**src/rtl/q_update_pipe_pkg.sv**
```systemverilog
// Shared parameters, types and saturation helper for the Q-table Bellman update pipeline.
package q_update_pipe_pkg;

   localparam int DATA_WIDTH    = 16;
   localparam int FRAC_BITS     = 8;
   localparam int ACTIONS       = 4;
   localparam int ACTIONS_WIDTH = 2;
   localparam int STATES_WIDTH  = 4;

   localparam int STAGES = 4;
   localparam int TD_W   = DATA_WIDTH + 2;
   localparam int DL_W   = DATA_WIDTH + 3;
   localparam int SUM_W  = DATA_WIDTH + 4;

   localparam logic [FRAC_BITS:0]          ONE_FX = {1'b1, {FRAC_BITS{1'b0}}};
   localparam logic signed [DATA_WIDTH-1:0] Q_MAX  = {1'b0, {(DATA_WIDTH-1){1'b1}}};
   localparam logic signed [DATA_WIDTH-1:0] Q_MIN  = {1'b1, {(DATA_WIDTH-1){1'b0}}};

   typedef logic signed [DATA_WIDTH-1:0] q_t;
   typedef logic [FRAC_BITS:0]           fx_t;

   typedef struct packed {
      logic [STATES_WIDTH-1:0]  st;
      logic [ACTIONS_WIDTH-1:0] at;
   } tag_t;

   typedef struct packed {
      logic sat;
      q_t   q;
   } sat_res_t;

   function automatic sat_res_t clamp_q(input logic signed [SUM_W-1:0] s);
      sat_res_t r;
      r.sat = 1'b0;
      r.q   = s[DATA_WIDTH-1:0];
      if (s > SUM_W'(Q_MAX)) begin
         r.sat = 1'b1;
         r.q   = Q_MAX;
      end else if (s < SUM_W'(Q_MIN)) begin
         r.sat = 1'b1;
         r.q   = Q_MIN;
      end
      return r;
   endfunction

endpackage

```
**src/rtl/q_update_pipe_if.sv**
```systemverilog
// Sample-in / write-back-out bundle of q_update_pipe; o_greedy_at exists only with QUPDATE_GREEDY_EN.
interface q_update_if;
   import q_update_pipe_pkg::*;

   logic                             i_valid;
   logic [DATA_WIDTH-1:0]            i_q;
   logic [DATA_WIDTH*ACTIONS-1:0]    i_next_q;
   logic [DATA_WIDTH-1:0]            i_reward;
   logic [STATES_WIDTH-1:0]          i_st;
   logic [ACTIONS_WIDTH-1:0]         i_at;
   logic [FRAC_BITS:0]               i_alpha;
   logic [FRAC_BITS:0]               i_gamma;
   logic                             o_we;
   logic [STATES_WIDTH-1:0]          o_st;
   logic [ACTIONS_WIDTH-1:0]         o_at;
   logic [DATA_WIDTH-1:0]            o_data;
   logic                             o_sat;
   logic                             o_busy;
`ifdef QUPDATE_GREEDY_EN
   logic [ACTIONS_WIDTH-1:0]         o_greedy_at;
`endif

   modport master (
      output i_valid, i_q, i_next_q, i_reward, i_st, i_at, i_alpha, i_gamma,
      input  o_we, o_st, o_at, o_data, o_sat, o_busy
`ifdef QUPDATE_GREEDY_EN
      , o_greedy_at
`endif
   );

   modport slave (
      input  i_valid, i_q, i_next_q, i_reward, i_st, i_at, i_alpha, i_gamma,
      output o_we, o_st, o_at, o_data, o_sat, o_busy
`ifdef QUPDATE_GREEDY_EN
      , o_greedy_at
`endif
   );

endinterface

```
**src/rtl/q_update_pipe_max_tree.sv**
```systemverilog
// Combinational signed max/argmax over a packed lane vector; lowest index wins ties.
module q_max_tree #(
   parameter int ACTIONS    = 4,
   parameter int DATA_WIDTH = 16,
   parameter int IDX_W      = (ACTIONS > 1) ? $clog2(ACTIONS) : 1
) (
   input  logic [DATA_WIDTH*ACTIONS-1:0] vec,
   output logic signed [DATA_WIDTH-1:0]  max_q,
   output logic [IDX_W-1:0]              max_idx
);

   // Strict greater-than keeps the earlier lane on equality.
   always_comb begin
      max_q   = $signed(vec[DATA_WIDTH-1:0]);
      max_idx = '0;
      for (int k = 1; k < ACTIONS; k++) begin
         if ($signed(vec[DATA_WIDTH*k +: DATA_WIDTH]) > max_q) begin
            max_q   = $signed(vec[DATA_WIDTH*k +: DATA_WIDTH]);
            max_idx = IDX_W'(k);
         end
      end
   end

endmodule

```
**src/rtl/q_update_pipe.sv**
```systemverilog
// 4-stage Bellman update: Q + alpha*(R + gamma*maxQ' - Q), saturated, written back to the action RAM.
// Define QUPDATE_GREEDY_EN to also emit the argmax action of the next-state vector.
module q_update_pipe
   import q_update_pipe_pkg::*;
(
   input logic       clk,
   input logic       rst,
   q_update_if.slave bus
);

   logic [STAGES:1]          vld_pipe;
   q_t                       max_c;
   logic [ACTIONS_WIDTH-1:0] greedy_c;

   q_t                       q1, r1, max1, q2, q3, data_q;
   fx_t                      alpha1, gamma1, alpha2;
   tag_t                     tag1, tag2, tag3, tag_q;
   logic signed [TD_W-1:0]   td2, td_c;
   logic signed [DL_W-1:0]   delta3, delta_c;
   logic signed [DATA_WIDTH:0]              g_c;
   logic signed [DATA_WIDTH+FRAC_BITS+1:0]  gprod_c;
   logic signed [TD_W+FRAC_BITS+1:0]        dprod_c;
   sat_res_t                 res_c;
   logic                     sat_q;

   q_max_tree #(.ACTIONS(ACTIONS), .DATA_WIDTH(DATA_WIDTH), .IDX_W(ACTIONS_WIDTH)) u_max (
      .vec     (bus.i_next_q),
      .max_q   (max_c),
      .max_idx (greedy_c)
   );

   always_ff @(posedge clk) begin
      if (rst) vld_pipe <= '0;
      else     vld_pipe <= {vld_pipe[STAGES-1:1], bus.i_valid};
   end

   // S1: register the reduction result with the operands it will meet downstream.
   always_ff @(posedge clk) begin
      if (rst) begin
         q1 <= '0; r1 <= '0; max1 <= '0; alpha1 <= '0; gamma1 <= '0; tag1 <= '0;
      end else if (bus.i_valid) begin
         q1     <= $signed(bus.i_q);
         r1     <= $signed(bus.i_reward);
         max1   <= max_c;
         alpha1 <= bus.i_alpha;
         gamma1 <= bus.i_gamma;
         tag1   <= '{st: bus.i_st, at: bus.i_at};
      end
   end

   // S2: TD error; 18 bits covers the worst case of gamma just under 2.0.
   always_comb begin
      gprod_c = $signed({1'b0, gamma1}) * max1;
      g_c     = (DATA_WIDTH+1)'(gprod_c >>> FRAC_BITS);
      td_c    = TD_W'(r1) + TD_W'(g_c) - TD_W'(q1);
   end

   always_ff @(posedge clk) begin
      if (rst) begin
         q2 <= '0; td2 <= '0; alpha2 <= '0; tag2 <= '0;
      end else if (vld_pipe[1]) begin
         q2 <= q1; td2 <= td_c; alpha2 <= alpha1; tag2 <= tag1;
      end
   end

   // S3: scale by learning rate.
   always_comb begin
      dprod_c = $signed({1'b0, alpha2}) * td2;
      delta_c = DL_W'(dprod_c >>> FRAC_BITS);
   end

   always_ff @(posedge clk) begin
      if (rst) begin
         q3 <= '0; delta3 <= '0; tag3 <= '0;
      end else if (vld_pipe[2]) begin
         q3 <= q2; delta3 <= delta_c; tag3 <= tag2;
      end
   end

   // S4: accumulate and clamp into the Q format.
   always_comb res_c = clamp_q(SUM_W'(q3) + SUM_W'(delta3));

   always_ff @(posedge clk) begin
      if (rst) begin
         data_q <= '0; sat_q <= 1'b0; tag_q <= '0;
      end else if (vld_pipe[3]) begin
         data_q <= res_c.q; sat_q <= res_c.sat; tag_q <= tag3;
      end
   end

`ifdef QUPDATE_GREEDY_EN
   logic [ACTIONS_WIDTH-1:0] gat1, gat2, gat3, gat_q;

   always_ff @(posedge clk) begin
      if (rst) begin
         gat1 <= '0; gat2 <= '0; gat3 <= '0; gat_q <= '0;
      end else begin
         if (bus.i_valid) gat1  <= greedy_c;
         if (vld_pipe[1]) gat2  <= gat1;
         if (vld_pipe[2]) gat3  <= gat2;
         if (vld_pipe[3]) gat_q <= gat3;
      end
   end

   assign bus.o_greedy_at = gat_q;
`else
   logic unused_greedy;
   assign unused_greedy = ^greedy_c;
`endif

   assign bus.o_we   = vld_pipe[STAGES];
   assign bus.o_busy = |vld_pipe;
   assign bus.o_data = data_q;
   assign bus.o_sat  = sat_q;
   assign bus.o_st   = tag_q.st;
   assign bus.o_at   = tag_q.at;

endmodule

```
**src/flat_wrapper.sv**
```systemverilog
// flat-port wrapper written by rule: the top's interface ports become plain ports
module q_update_pipe_flat import q_update_pipe_pkg::*;
  (clk, rst, bus_i_valid, bus_i_q, bus_i_next_q, bus_i_reward, bus_i_st, bus_i_at, bus_i_alpha, bus_i_gamma, bus_o_we, bus_o_st, bus_o_at, bus_o_data, bus_o_sat, bus_o_busy);
  q_update_if bus_i ();
  input logic clk;
  input logic rst;
  input wire logic [$bits(bus_i.i_valid)-1:0] bus_i_valid;
  input wire logic [$bits(bus_i.i_q)-1:0] bus_i_q;
  input wire logic [$bits(bus_i.i_next_q)-1:0] bus_i_next_q;
  input wire logic [$bits(bus_i.i_reward)-1:0] bus_i_reward;
  input wire logic [$bits(bus_i.i_st)-1:0] bus_i_st;
  input wire logic [$bits(bus_i.i_at)-1:0] bus_i_at;
  input wire logic [$bits(bus_i.i_alpha)-1:0] bus_i_alpha;
  input wire logic [$bits(bus_i.i_gamma)-1:0] bus_i_gamma;
  output wire logic [$bits(bus_i.o_we)-1:0] bus_o_we;
  output wire logic [$bits(bus_i.o_st)-1:0] bus_o_st;
  output wire logic [$bits(bus_i.o_at)-1:0] bus_o_at;
  output wire logic [$bits(bus_i.o_data)-1:0] bus_o_data;
  output wire logic [$bits(bus_i.o_sat)-1:0] bus_o_sat;
  output wire logic [$bits(bus_i.o_busy)-1:0] bus_o_busy;
  assign bus_i.i_valid = bus_i_valid;
  assign bus_i.i_q = bus_i_q;
  assign bus_i.i_next_q = bus_i_next_q;
  assign bus_i.i_reward = bus_i_reward;
  assign bus_i.i_st = bus_i_st;
  assign bus_i.i_at = bus_i_at;
  assign bus_i.i_alpha = bus_i_alpha;
  assign bus_i.i_gamma = bus_i_gamma;
  assign bus_o_we = bus_i.o_we;
  assign bus_o_st = bus_i.o_st;
  assign bus_o_at = bus_i.o_at;
  assign bus_o_data = bus_i.o_data;
  assign bus_o_sat = bus_i.o_sat;
  assign bus_o_busy = bus_i.o_busy;
  q_update_pipe u_core (.clk(clk), .rst(rst), .bus(bus_i));
endmodule
```
**config.mk**
```make
export PLATFORM = sky130hd
export DESIGN_NAME = q_update_pipe_flat
export DESIGN_NICKNAME = d
export VERILOG_FILES = /design/src/rtl/q_update_pipe_pkg.sv /design/src/rtl/q_update_pipe_if.sv /design/src/rtl/q_update_pipe_max_tree.sv /design/src/rtl/q_update_pipe.sv /design/src/flat_wrapper.sv
export SDC_FILE = /design/constraint.sdc
export NUM_CORES = 1
export LEC_CHECK = 0
export ABC_AREA = 1
export CAP_MARGIN = 20
export CORE_MARGIN = 2
export CORE_UTILIZATION = 45
export CTS_BUF_LIST = sky130_fd_sc_hd__clkbuf_2 sky130_fd_sc_hd__clkbuf_4 sky130_fd_sc_hd__clkbuf_8
export DETAILED_ROUTE_END_ITERATION = 7
export PLACE_DENSITY = 0.63
export SLEW_MARGIN = 10
export SYNTH_ARGS = -nofsm -noshare
export SYNTH_HDL_FRONTEND = slang
export SYNTH_SLANG_ARGS = --single-unit
```
**constraint.sdc**
```tcl
create_clock -name clk -period 13.1 [get_ports clk]
set_input_delay 1.31 -clock clk [delete_from_list [all_inputs] [get_ports clk]]
set_output_delay 1.31 -clock clk [all_outputs]
set_load 0.005 [all_outputs]
```
==> summary.txt, run 1 <==
Die
  – Vert. Die Dim: 223 µm
  – Ports: 148
  – Die area: 0.0495 mm²
  – Die width: 223 µm
  – Core area: 0.0474 mm²
  – Site Rows: 80
  – Starting density of the core: 45.3%

Placed design
  – Post-placement setup slack: 5.32 ns
  – DP HPWL: 42900 µm
  – Port Buffers: 147
  – Final GP Congestion: 0.905

Route
  – Post-route ant nets: 0
  – Drt drc: 0
  – Vias/cell: 5.03
  – Via count: 17.7k
  – Wire length per cell: 15.3 µm
  – Drt total wl: 53800 µm
  – Detailed Routing Iterations Pass 1: 5
  – DRT iter0 DRCs: 935

CTS
  – Clock Path Buffers: 2
  – Cts hold-fix bufs: 0
  – CTS sink count: 189
  – TritonCTS Buffers: 17
  – CTS clock-pin slew for the worst setup and hold paths: 0.12 ns
  – CTS resizes: 0
  – Worst skew pair latency: 0.56 ns
  – CTS tree: yes
  – Post-CTS Setup Inserts: 0
  – H-tree levels: 4
  – CTS root buffer: clkbuf_8

GRT
  – Initial antenna violation count: 1
  – GRT Total Usage: 22.6%
  – Largest net degree at the start of global routing: 103
  – Busiest grt layer: met2
  – M1 GR Usage: 29.3%
  – GR Overflow Total: 0
  – Vias in the first global route: 18.5k
  – First-pass GRT wire length: 90700 µm
  – Global routing usage on met3: 2.45%
  – Grt met2 use: 39.8%

STA
  – TNS Setup: 0 ns
  – Rel. slew slack: 37.2%
  – Skew final: 0.0233 ns
  – Pins Over Slew Limit: 0
  – Fin worst setup slack: 5.40 ns
  – Final hold vios: 0
  – RSZ-0062 raised after global routing: no
  – Post-route clock period utilization: 58.8%
  – Worst slew pin tran: 0.940 ns
  – Fmax: 130 MHz
  – Fin crit period: 7.70 ns
  – # setup viols final: 0

Synth
  – Synth top cells by count: inv_1, nand2_1, fa_1
  – Yosys reg bits: 189
  – Average cell area after synthesis: 7.54 µm²
  – Synth warn: 0
  – FFs w/ async S/R, synth: 0%
  – Synth top area share: 25.0%
  – Most frequently used flop master after synthesis: dfxtp_1
  – Post-synth cell types: 53
  – Synth Instances: 2851
  – Yosys top cell by area: fa_1
  – Count leader, synth: inv_1
  – Top cells by area, synth: fa_1, dfxtp_1, ha_1
  – Syn Std Cell Area: 0.0215 mm²
  – Number of synthesized flops with an enable pin: 0
  – Mapped Nets: 3433
  – Register area share after synthesis: 17.6%

Cells and area
  – Area Growth Syn to Fin: 10.2%
  – Layout fillers: 4747
  – Final net count: 3471
  – Fin util: 50.0%
  – Layout cells sized above 1: 4.38%

Pwr
  – Worst VDD drop: 0.0836 mV
  – PD cells: 115 mW/mm²
  – P_leak: 13.3 nW

Min path
  – Worst hold path startpoint: u_core.r1[0]
  – Hold path cells: 2
  – Worst hold path class: reg -> reg

Run
  – Max-cap viol count: 0

Critical path
  – CP max stage delay: 0.76 ns
  – Crit path launch: u_core.gamma1[2]
  – Critical path capture point type: flip-flop
  – Critical Path Fanout Max: 17
  – Worst setup SP type: flip-flop
  – CP required: 13.56 ns
  – FF-to-FF path depth: 33
  – Worst path slowest cell: dfxtp_1
  – Worst Path Arrival: 8.15 ns
  – R2R Path Start: u_core.gamma1[2]
  – Crit Path Class: reg -> reg

Outcome
  – Outcome: finished, final reports clean
-- power by group --
group | internal, mW | switching (mW)
combinational | 0.621 | 0.896
clock | 0.166 | 0.272
sequential | 0.627 | 0.132
total | 1.41 | 1.30
-- final timing paths --
path / endpoint / slack, ns
worst max-delay path: u_core.td2[17] / 5.40
worst min-delay path: u_core.r1[0] / 0.48
worst max register to register: u_core.td2[17] / 5.40
worst min register to register: u_core.r1[0] / 0.48
-- per-layer routing --
| layer | routed length [µm] | part of all wire (%) |
|---|---|---|
| met1 | 24500 | 46 |
| met3 | 1970 | 3.7 |
| met5 | 0 | 0 |
| met4 | 1260 | 2.3 |
| met2 | 26000 | 48 |
-- stage by stage --
step	total power, mW	hold slack [ns]	cell area, µm²	instances
after detailed placement	2.28	0.459	23200	3484
final	2.72	0.479	23700	3518
after CTS	2.73	0.477	23700	3516
after global placement	2.24	0.457	23200	3484
after floorplan	1.90	0.440	21500	2851
after global routing	2.99	0.512	23700	3518
-- placed cells by master, fill, tap and decap left out, types with 2 or more instances in the layout --
| master | netlist | final |
|---|---|---|
| a21o_1 | 8 | 8 |
| a211oi_1 | 4 | 4 |
| clkinv_8 | 0 | 7 |
| nand3_1 | 38 | 38 |
| nand3_2 | 12 | 12 |
| a31o_2 | 3 | 3 |
| o21ai_2 | 2 | 2 |
| o221ai_1 | 2 | 2 |
| fa_1 | 268 | 268 |
| or2_2 | 5 | 5 |
| dfxtp_1 | 189 | 188 |
| nand2_1 | 505 | 505 |
| nand3b_1 | 2 | 2 |
| xnor2_1 | 23 | 23 |
| o21ai_0 | 216 | 216 |
| nor3_1 | 8 | 8 |
| clkdlybuf4s50_1 | 0 | 145 |
| a21oi_2 | 20 | 20 |
| nor2_1 | 261 | 261 |
| o2111ai_1 | 2 | 2 |
| buf_2 | 4 | 2 |
| clkbuf_8 | 0 | 17 |
| inv_1 | 622 | 622 |
| inv_6 | 0 | 3 |
| a31oi_1 | 6 | 6 |
| o21ai_1 | 9 | 9 |
| o211ai_1 | 13 | 13 |
| buf_4 | 1 | 8 |
| o21bai_1 | 6 | 6 |
| a21oi_1 | 150 | 150 |
| nand4_1 | 31 | 31 |
| nand2_4 | 12 | 12 |
| ha_1 | 191 | 191 |
| nor4_1 | 2 | 2 |
| xor2_1 | 53 | 53 |
| and2_1 | 15 | 15 |
| nand2_2 | 19 | 19 |
| nand3_4 | 3 | 3 |
-- cells by family after synthesis --
group / synth area share, %
AO/OA/AOI/OAI: 11.6
XOR/XNOR: 3.10
adder cells (fa/ha/maj): 36.1
buffers and inverters: 13.5
flip-flops: 17.6
AND/OR/NAND/NOR: 18.2
-- registers in the layout, indices dropped and copies added, names as in the netlist --
signal	count
u_core.delta3	19
u_core.tag1	6
u_core.alpha2	9
u_core.tag2	6
u_core.gamma1	9
u_core.vld_pipe	4
u_core.max1	16
u_core.bus.o_sat	1
u_core.q3	16
u_core.r1	16
u_core.bus.o_at	2
u_core.bus.o_st	4
u_core.q1	16
u_core.bus.o_data	16
u_core.td2	18
u_core.q2	16
u_core.tag3	6
u_core.alpha1	9
-- layout make-up --
cell class / instances / area [µm²] / area share [%]
multi-input combinational: 1901 / 14800 / 62.5
clock buffer: 17 / 234 / 0.987
sequential: 189 / 3780 / 16.0
inverter: 624 / 2340 / 9.89
tap: 615 / 769 / 3.25
timing repair buffer: 156 / 1540 / 6.48
clock inverter: 15 / 214 / 0.903
antenna: 1 / 2.50 / 0.0106
-- worst max-delay path: cells and delay by family (launching register included) --
family	cells	cell delay (ns)
AND/OR/NAND/NOR	7	0.61
flip-flops	1	0.76
AO/OA/AOI/OAI	10	1.93
adder cells (fa/ha/maj)	8	3.65
buffers and inverters	6	0.29
XOR/XNOR	2	0.38
(Power assumes the default switching activity.)
==> run 2, diff against run 1 <==
==> constraint.sdc (replaced) <==
create_clock -name clk -period 7.39 [get_ports clk]
set_input_delay 0.739 -clock clk [delete_from_list [all_inputs] [get_ports clk]]
set_output_delay 0.739 -clock clk [all_outputs]
set_load 0.005 [all_outputs]
==> summary.txt, run 2 (synthesis gave the netlist of run 1 again) <==
Cells and area
  – ANT cells: 0 (was 1)
  – Commonest non-fill, non-tap cell in the layout: inv_1 (unchanged)
  – Largest reg by FF count: u_core.delta3 (unchanged)
  – Most frequent cells in the layout: inv_1, nand2_1, fa_1 (unchanged)
  – Fin util: 50.7% (was 50.0%)
  – Area Growth Syn to Fin: 11.9% (was 10.2%)
  – Final net count: 3506 (was 3471)
  – Largest register FFs: 19 (unchanged)
  – Layout cells sized above 1: 6.09% (was 4.38%)
  – Finished Layout Cells: 3552 (was 3518)
  – Top Registers: u_core.delta3: 19 flops, u_core.td2: 18 flops (unchanged)

Outcome
  – Outcome: finished, final reports clean (unchanged)

Min path
  – Worst hold path class: reg -> reg (unchanged)

CTS
  – CTS root buffer: clkbuf_8 (unchanged)
  – Clock Path Buffers: 2 (unchanged)
  – CTS tree: yes (unchanged)
  – Cts hold-fix bufs: 0 (unchanged)
  – H-tree levels: 4 (unchanged)
  – CTS sink count: 189 (unchanged)
  – Worst skew pair latency: 0.57 ns (was 0.56 ns)
  – CTS clock-pin slew for the worst setup and hold paths: 0.12 ns (about the same)
  – TritonCTS Buffers: 17 (unchanged)

Critical path
  – Critical Path Fanout Max: 10 (was 17)
  – Worst setup SP type: flip-flop (unchanged)
  – Crit Path Class: reg -> reg (unchanged)
  – Worst path slowest cell: fa_1 (was dfxtp_1)
  – Critical path capture point type: flip-flop (unchanged)
  – CP required: 7.92 ns (was 13.56 ns)
  – CP Buf/Inv Count: 5 (was 6)
  – Worst Path Arrival: 7.54 ns (was 8.15 ns)
  – Top delay family on crit path: adder cells (unchanged)
  – CP max stage delay: 0.50 ns (was 0.76 ns)

STA
  – Post-route clock period utilization: 94.9% (was 58.8%)
  – Skew final: 0.0197 ns (was 0.0233 ns)
  – # setup viols final: 0 (unchanged)
  – Worst slew pin tran: 1.06 ns (was 0.940 ns)
  – Pins Over Slew Limit: 0 (unchanged)
  – Fin worst setup slack: 0.379 ns (was 5.40 ns)
  – Final hold vios: 0 (unchanged)
  – Fmax: 143 MHz (was 130 MHz)
  – Fin crit period: 7.01 ns (was 7.70 ns)
  – Rel. slew slack: 29.3% (was 37.2%)

Route
  – Drt drc: 0 (unchanged)
  – Wire length per cell: 15.5 µm (was 15.3 µm)
  – Drt total wl: 54900 µm (was 53800 µm)
  – Detailed Routing Iterations Pass 1: 5 (unchanged)
  – Wire length on met1: 24100 µm (was 24500 µm)
  – DR WL met3: 2620 µm (was 1970 µm)
  – Post-route ant nets: 0 (unchanged)
  – Vias/cell: 5.03 (about the same)
  – DRT iter0 DRCs: 1033 (was 935)
  – Via count: 17.9k (was 17.7k)
  – Highest metal used: met4 (unchanged)
  – Metal2 WL: 26900 µm (was 26000 µm)

GRT
  – GRT Total Usage: 23.2% (was 22.6%)
  – Initial antenna violation count: 0 (was 1)
  – First-pass GRT wire length: 91800 µm (was 90700 µm)
  – GR Overflow Total: 0 (unchanged)
  – Largest net degree at the start of global routing: 78 (was 103)
  – Vias in the first global route: 18.7k (was 18.5k)

Die
  – Ports: 148 (unchanged)
  – Vert. Die Dim: 223 µm (unchanged)
  – Core area: 0.0474 mm² (unchanged)
  – Die width: 223 µm (unchanged)
  – Site Rows: 80 (unchanged)
  – Die area: 0.0495 mm² (unchanged)
  – Starting density of the core: 45.3% (unchanged)

Pwr
  – Worst VDD drop: 0.237 mV (was 0.0836 mV)
  – P_leak: 13.5 nW (was 13.3 nW)
  – PD cells: 207 mW/mm² (was 115 mW/mm²)

Placed design
  – DP HPWL: 43600 µm (was 42900 µm)
  – Placed Cells: 3516 (was 3484)
  – Final GP Congestion: 0.917 (was 0.905)
  – Post-placement setup slack: 0.170 ns (was 5.32 ns)
  – Port Buffers: 147 (unchanged)

Run
  – Max-cap viol count: 0 (unchanged)
-- run 2: metal layers --
layer | vias up | track usage (%)
met5 | - | 0
met4 | 0 | 7.38
met3 | 79 | 3.35
met2 | 374 | 40.4
met1 | 8580 | 29.5
li1 | 8826 | -
-- run 2: what timing repair did --
item                       CTS  global route
resized for setup            0            25
setup buffers                0             2
setup endpoints to repair    0             5
-- run 2: per-stage QoR --
step	power (mW)	setup TNS [ns]	hold slack (ns)	area [µm²]
after detailed placement	4.16	0	0.458	23500
after global routing	5.49	-0.0427	0.499	24100
after floorplan	3.37	0	0.440	21500
final	4.99	0	0.478	24100
after global placement	4.08	0	0.456	23500
after CTS	4.94	0	0.479	23900
-- run 2: final cells by class --
type | instances | area, µm²
Clock buffer | 18 | 248
Clock inverter | 14 | 186
Fill cell | 4636 | 23400
Inverter | 624 | 2340
Multi-Input combinational cell | 1901 | 14900
Sequential cell | 189 | 3800
Tap cell | 615 | 769
Timing Repair Buffer | 191 | 1830
-- run 2: tightest hold or removal path, cell delays in order (launching register included) --
cell	delay, ns
dfxtp_1	0.33
nand2_1	0.06
a21oi_1	0.05
-- run 2: path summary, 6_finish.rpt --
kind	end	slack, ns	start	depth (start not counted)
hold reg to reg	u_core.bus.o_data[15]	0.48	u_core.bus.o_data[15]	2
setup / recovery	u_core.td2[14]	0.38	u_core.gamma1[3]	33
hold / removal	u_core.bus.o_data[15]	0.48	u_core.bus.o_data[15]	2
setup reg to reg	u_core.td2[14]	0.38	u_core.gamma1[3]	33
-- run 2: where the power goes --
group | internal [mW] | switching [mW]
Combinational | 1.23 | 1.71
Clock | 0.272 | 0.485
Sequential | 1.11 | 0.183
Total | 2.61 | 2.38
